`src/rtl/bcd_timer_pkg.sv`:
```
// Shared types and helpers for the N-digit BCD game timer.
//   bcd_digit_t    : one packed BCD digit
//   timer_state_t  : IDLE / RUNNING / PAUSED / EXPIRED
//   BCD_MAX_DIGIT  : largest legal BCD digit value
//   is_valid_bcd() : true when a nibble is a legal BCD digit
package bcd_timer_pkg;

  typedef logic [3:0] bcd_digit_t;

  typedef enum logic [1:0] {
    IDLE    = 2'd0,
    RUNNING = 2'd1,
    PAUSED  = 2'd2,
    EXPIRED = 2'd3
  } timer_state_t;

  localparam bcd_digit_t BCD_MAX_DIGIT = 4'd9;

  function automatic logic is_valid_bcd(input bcd_digit_t d);
    return (d <= BCD_MAX_DIGIT);
  endfunction

endpackage

```
`src/rtl/bcd_timer_nd_digit_cell.sv`:
```
// bcd_digit_cell: one combinational BCD digit of the timer datapath.
// The digit is first decremented (when borrow_in is set), then the add
// nibble plus carry_in is added to the decremented value.
// Ports:
//   digit      in  current BCD digit
//   borrow_in  in  decrement request from the lower digit (or the tick)
//   add        in  bonus nibble for this digit
//   carry_in   in  carry from the lower digit's add
//   next_digit out resulting BCD digit
//   borrow_out out borrow into the next digit (digit was 0 and decremented)
//   carry_out  out decimal carry into the next digit
module bcd_digit_cell
  import bcd_timer_pkg::*;
(
  input  logic [3:0] digit,
  input  logic       borrow_in,
  input  logic [3:0] add,
  input  logic       carry_in,
  output logic [3:0] next_digit,
  output logic       borrow_out,
  output logic       carry_out
);

  logic [3:0] dec;
  logic [4:0] sum;

  always_comb begin
    borrow_out = borrow_in && (digit == 4'd0);
    if (!borrow_in)
      dec = digit;
    else if (digit == 4'd0)
      dec = BCD_MAX_DIGIT;
    else
      dec = digit - 4'd1;

    // Max is 9 + 9 + 1 = 19, so a single -10 correction suffices.
    sum = {1'b0, dec} + {1'b0, add} + {4'd0, carry_in};
    if (sum > 5'd9) begin
      next_digit = 4'(sum - 5'd10);
      carry_out  = 1'b1;
    end else begin
      next_digit = sum[3:0];
      carry_out  = 1'b0;
    end
  end

endmodule

```
`src/rtl/bcd_timer_nd.sv`:
```
// bcd_timer_nd: N-digit BCD game countdown timer with run/pause/expire
// control, saturating BCD bonus add, low-time warning and a one-cycle
// terminal-count pulse.
// Ports:
//   clk         in  system clock
//   resetN      in  asynchronous active-low reset
//   loadN       in  synchronous active-low reload of INIT_VAL (highest priority)
//   start       in  IDLE -> RUNNING
//   pause_tgl   in  RUNNING <-> PAUSED
//   tick        in  1 Hz strobe, decrements while RUNNING
//   bonus_valid in  add bonus_bcd this cycle (RUNNING/PAUSED only)
//   bonus_bcd   in  BCD bonus seconds
//   count       out packed BCD count, digit 0 in [3:0]
//   tc          out one-cycle pulse on expiry
//   expired     out high in EXPIRED
//   running     out high in RUNNING
//   warn        out low-time warning (combinational)
//   warn_blink  out only with BCD_TIMER_BLINK_EN: toggles per tick while warn
// Optional feature macro: BCD_TIMER_BLINK_EN
module bcd_timer_nd
  import bcd_timer_pkg::*;
#(
  parameter int              DIGITS   = 3,
  parameter logic [4*DIGITS-1:0] INIT_VAL = 12'h120,
  parameter logic [4*DIGITS-1:0] WARN_VAL = 12'h010
) (
  input  logic                  clk,
  input  logic                  resetN,
  input  logic                  loadN,
  input  logic                  start,
  input  logic                  pause_tgl,
  input  logic                  tick,
  input  logic                  bonus_valid,
  input  logic [4*DIGITS-1:0]   bonus_bcd,
  output logic [4*DIGITS-1:0]   count,
  output logic                  tc,
  output logic                  expired,
  output logic                  running,
  output logic                  warn
`ifdef BCD_TIMER_BLINK_EN
  ,output logic                 warn_blink
`endif
);

  localparam int CW = 4*DIGITS;
  localparam logic [CW-1:0] ALL_NINES = {DIGITS{BCD_MAX_DIGIT}};

  timer_state_t  state;
  logic          bonus_ok;
  logic          dec_en;
  logic          bonus_en;
  logic          update;
  logic [CW-1:0] sum_count;
  logic [CW-1:0] next_count;
  logic [DIGITS:0] borrow_chain;
  logic [DIGITS:0] carry_chain;

  always_comb begin
    bonus_ok = 1'b1;
    for (int i = 0; i < DIGITS; i++)
      if (!is_valid_bcd(bonus_bcd[4*i +: 4])) bonus_ok = 1'b0;
  end

  assign dec_en   = tick && (state == RUNNING);
  assign bonus_en = bonus_valid && bonus_ok &&
                    ((state == RUNNING) || (state == PAUSED));
  assign update   = dec_en || bonus_en;

  // Decrement enters at digit 0 via the borrow chain; the add then runs
  // through the carry chain on the already-decremented digits.
  assign borrow_chain[0] = dec_en;
  assign carry_chain[0]  = 1'b0;

  for (genvar i = 0; i < DIGITS; i++) begin : g_digit
    bcd_digit_cell u_cell (
      .digit      (count[4*i +: 4]),
      .borrow_in  (borrow_chain[i]),
      .add        (bonus_en ? bonus_bcd[4*i +: 4] : 4'd0),
      .carry_in   (carry_chain[i]),
      .next_digit (sum_count[4*i +: 4]),
      .borrow_out (borrow_chain[i+1]),
      .carry_out  (carry_chain[i+1])
    );
  end

  // Carry out of the top digit saturates; a top borrow (decrement of zero)
  // cannot occur while RUNNING but is clamped to zero defensively.
  always_comb begin
    if (carry_chain[DIGITS])
      next_count = ALL_NINES;
    else if (borrow_chain[DIGITS])
      next_count = '0;
    else
      next_count = sum_count;
  end

  assign warn = ((state == RUNNING) || (state == PAUSED)) &&
                (count != '0) && (count <= WARN_VAL);

  always_ff @(posedge clk or negedge resetN) begin
    if (!resetN) begin
      state   <= IDLE;
      count   <= INIT_VAL;
      tc      <= 1'b0;
      expired <= 1'b0;
      running <= 1'b0;
`ifdef BCD_TIMER_BLINK_EN
      warn_blink <= 1'b0;
`endif
    end else if (!loadN) begin
      state   <= IDLE;
      count   <= INIT_VAL;
      tc      <= 1'b0;
      expired <= 1'b0;
      running <= 1'b0;
`ifdef BCD_TIMER_BLINK_EN
      warn_blink <= 1'b0;
`endif
    end else begin
      tc <= 1'b0;
`ifdef BCD_TIMER_BLINK_EN
      warn_blink <= warn ? (warn_blink ^ dec_en) : 1'b0;
`endif
      case (state)
        IDLE: begin
          if (start) begin
            if (count == '0) begin
              state   <= EXPIRED;
              tc      <= 1'b1;
              expired <= 1'b1;
`ifdef BCD_TIMER_BLINK_EN
              warn_blink <= 1'b1;
`endif
            end else begin
              state   <= RUNNING;
              running <= 1'b1;
            end
          end
        end
        RUNNING: begin
          if (update) count <= next_count;
          if (update && (next_count == '0)) begin
            state   <= EXPIRED;
            tc      <= 1'b1;
            expired <= 1'b1;
            running <= 1'b0;
`ifdef BCD_TIMER_BLINK_EN
            warn_blink <= 1'b1;
`endif
          end else if (pause_tgl) begin
            state   <= PAUSED;
            running <= 1'b0;
          end
        end
        PAUSED: begin
          if (bonus_en) count <= next_count;
          if (pause_tgl) begin
            state   <= RUNNING;
            running <= 1'b1;
          end
        end
        default: begin
`ifdef BCD_TIMER_BLINK_EN
          warn_blink <= 1'b1;
`endif
        end
      endcase
    end
  end

endmodule

```
`config.mk`:
```
export PLATFORM = sky130hd
export DESIGN_NAME = bcd_timer_nd
export DESIGN_NICKNAME = d
export VERILOG_FILES = /design/src/rtl/bcd_timer_pkg.sv /design/src/rtl/bcd_timer_nd_digit_cell.sv /design/src/rtl/bcd_timer_nd.sv
export SDC_FILE = /design/constraint.sdc
export NUM_CORES = 1
export LEC_CHECK = 0
export BUFFER_PORTS_ARGS = -buffer_cell sky130_fd_sc_hd__buf_4
export CAP_MARGIN = 30
export CORE_MARGIN = 3
export CORE_UTILIZATION = 47
export CTS_BUF_LIST = sky130_fd_sc_hd__clkbuf_8
export DETAILED_ROUTE_END_ITERATION = 10
export HOLD_SLACK_MARGIN = 0.06
export PLACE_DENSITY = 0.67
export SYNTH_ARGS = -nofsm -noshare
export SYNTH_HDL_FRONTEND = slang
export SYNTH_SLANG_ARGS = --single-unit
```
`constraint.sdc`:
```
create_clock -name clk -period 8.85 [get_ports clk]
set_clock_uncertainty 0.15 [all_clocks]
set_input_delay 0.4425 -clock clk [delete_from_list [all_inputs] [get_ports clk]]
set_output_delay 0.4425 -clock clk [all_outputs]
set_load 0.05 [all_outputs]
```
==> impl_metrics.tcl <==
set metrics [dict create \
    status "completed" \
    min_period_over_period_pct 77.5 \
    r2r_start "state[1]" \
    synth_area_per_cell_um2 8.27 \
    grt_max_degree 18 \
    coreArea_um2 4170 \
    worstPathMaxFanout 8 \
    yosys_warnings 0 \
    die_area_um2 5330 \
    drive_gt1_share_pct 24.6 \
    period_needed_ns 6.86 \
    grt_pass1_wl_um 9080 \
    cts_tree "done" \
    die_x_um 73.0 \
    final_cell_area_um2 2450 \
    placed_cell_area_um2 2390 \
    p_leak_nw 1.15 \
    setup_tns_ns 0 \
    setup_viol 0 \
    hold_depth 2 \
    rsz0062_at_grt "no" \
    maxSlewViolCount 0 \
    synth_area_um2 2110 \
    async_reset_ff_share_pct 100 \
    grt_pass1_vias 1858 \
    gp_congestion 0.901 \
    die_y_um 73.0 \
    insertion_delay_ns 0.26 \
    tightest_slew_ns 0.929 \
    rows 23 \
    critPathLaunchType "register" \
    final_cell_mix "buf_4 (35), nand2_1 (29), a21oi_1 (19)" \
    required_ns 8.86 \
    hpwl_um 4360 \
    dr.first_iter.drc_count 101 \
    rr_worst_depth 26 \
    clkTransAtPathRegs_ns 0.08 \
    min-delay-start "loadN" \
    timing.final.hold_violations 0 \
    cts.htree.levels 1 \
    ios 35 \
    crit_arrival_ns 6.87 \
    initial_core_util_pct 50.5 \
    synth_edf_count 0 \
    routed_wl_um 5470 \
    wl_per_cell_um 16.1 \
    antenna_found_initial 0 \
    avgViaCountPerCell 5.83 \
    multiInputGateArea_um2 1590 \
    syn-num-nets 295 \
    powerDensity_nw_per_um2 196 \
    antenna_cells 0 \
    path_class "reg -> reg" \
    clk_path_buf_depth 2 \
    vdd_drop_max_uv 188 \
    root_buffer "clkbuf_8" \
    vias 1975 \
    register_area_um2 428 \
    synth_cell_types 67 \
    seq_area_frac_synth_pct 20.3 \
    drc 0 \
    final_nets 330 \
    postSynthCellCount 255 \
    hp-class "in -> reg" \
    port_buffers 34 \
    cap_violations 0 \
    fillCellCount 386 \
    gr-total-overflow 0 \
    synth_ff_type "dfrtp_1" \
    slew_headroom_pct 38.1 \
    ys_seq_elements 17 \
    grt_usage_pct 22.1 \
    cts.sinks 17 \
    cts_post_setup_buffers_inserted 0 \
    critPathLaunch "state[1]" \
    end_kind "register" \
    firstDrtPassIters 4 \
    layout_commonest_cell "buf_4" \
    ant_nets 0 \
    area_delta_synth_final_pct 16.1 \
    fmax_ghz 0.146 \
    cts_buffers 3 \
]
## synthesized netlist by cell type (2+ instances only)
cell type / number / area share [%]
o31ai_1: 4 / 1.4
nand2_1: 29 / 5.2
xnor2_1: 5 / 2.1
dfstp_2: 2 / 2.5
inv_1: 13 / 2.3
fa_1: 5 / 4.7
a21o_1: 4 / 1.4
a21oi_1: 19 / 4.5
o21ai_1: 2 / 0.47
o21a_1: 3 / 1.1
o21ai_0: 14 / 3.3
a211oi_1: 3 / 1.1
and2b_1: 2 / 0.71
mux2i_1: 2 / 0.95
and2b_2: 2 / 0.83
and2_1: 12 / 3.6
nor2b_1: 2 / 0.59
nor4_1: 4 / 1.2
nand3_1: 10 / 2.4
xor2_1: 3 / 1.2
o211ai_1: 2 / 0.71
or2_2: 2 / 0.59
a21o_2: 2 / 0.83
nor2_1: 15 / 2.7
buf_6: 3 / 1.6
and3_2: 3 / 1.1
nand4_1: 2 / 0.59
nand2b_1: 3 / 0.89
clkbuf_1: 2 / 0.36
mux2_2: 4 / 2.1
nor3_1: 8 / 1.9
a2bb2oi_2: 2 / 1.4
a31oi_1: 3 / 0.89
dfrtp_1: 15 / 18
ha_1: 16 / 9.5
nor3b_1: 2 / 0.71
## layout make-up
cell class                 count  share of cell area [%]
inverter                      14                    2.15
clock inverter                 1                   0.153
clock buffer                   3                    1.69
multi-input combinational    218                    64.8
tap                           50                    2.55
sequential                    17                    17.5
timing repair buffer          36                    11.1
## per-stage QoR
step                setup slack (ns)  power [mW]  hold WS [ns]  utilization (%)  cells
CTS                             2.01       0.482         0.276             58.7    339
global placement                2.20       0.417         0.179             57.4    334
global route                    1.47       0.518         0.287             58.7    339
detailed placement              2.05       0.418         0.178             57.4    334
finish                          1.99       0.480         0.280             58.7    339
floorplan                       2.64       0.350      -0.00309                -    255
## final timing paths
kind,end,slack (ns)
hold / removal,count[8],0.28
min in group asynchronous,count[1],0.43
max in group asynchronous,count[5],7.85
setup reg to reg,state[0],1.99
hold reg to reg,running,0.40
setup / recovery,state[0],1.99
## report_power, final
part	total, mW	switching [mW]	internal (mW)
Combinational	0.313	0.186	0.126
Sequential	0.106	0.0151	0.0913
Clock	0.0610	0.0300	0.0309
## registers in the layout (all words and copies together) (netlist names)
name     cells
tc           1
expired      1
count       12
running      1
state        2
## per-layer routing
layer	GRT usage, %	wire, um	part of all wire (%)	vias to the layer above
met5	0	0	0	-
met4	3.07	29	0.53	0
met3	3.44	283	5.2	4
met2	36.1	2580	47	54
met1	31.5	2580	47	913
li1	-	-	-	1004
## logic make-up after synthesis
logic type	Yosys count	synth area share, %
DFF	17	20.3
and+or+nand+nor	107	28.1
muxes	6	3.09
adders and majority gates	21	14.2
AOI/OAI and AO/OA	76	26.2
buffers and inverters	20	4.69
xor gates and xnor gates	8	3.32
## critical path, cell delays in order, from the launching register on
cell       delay, ns
dfrtp_1         0.39
inv_1           0.07
ha_1            0.36
nand2_1         0.10
nor4_2          0.48
buf_4           0.26
and2_1          0.19
ha_1            0.24
a21o_1          0.15
a21oi_1         0.17
xor2_1          0.37
o21ai_0         0.22
fa_1            0.46
inv_1           0.09
fa_1            0.23
and2b_1         0.21
o21ai_1         0.20
nand2_1         0.10
fa_1            0.42
fa_1            0.41
a21o_1          0.18
a21oi_1         0.23
o31ai_4         0.14
nor3_2          0.31
a2bb2oi_2       0.23
a31oi_1         0.12
a311oi_2        0.26
## what timing repair did
item | in CTS | in global routing
hold buffers | 1 | 0
endpoints found under the hold margin | 15 | 0
resized for setup | 0 | 0
Power figures use the tool's default switching activity.
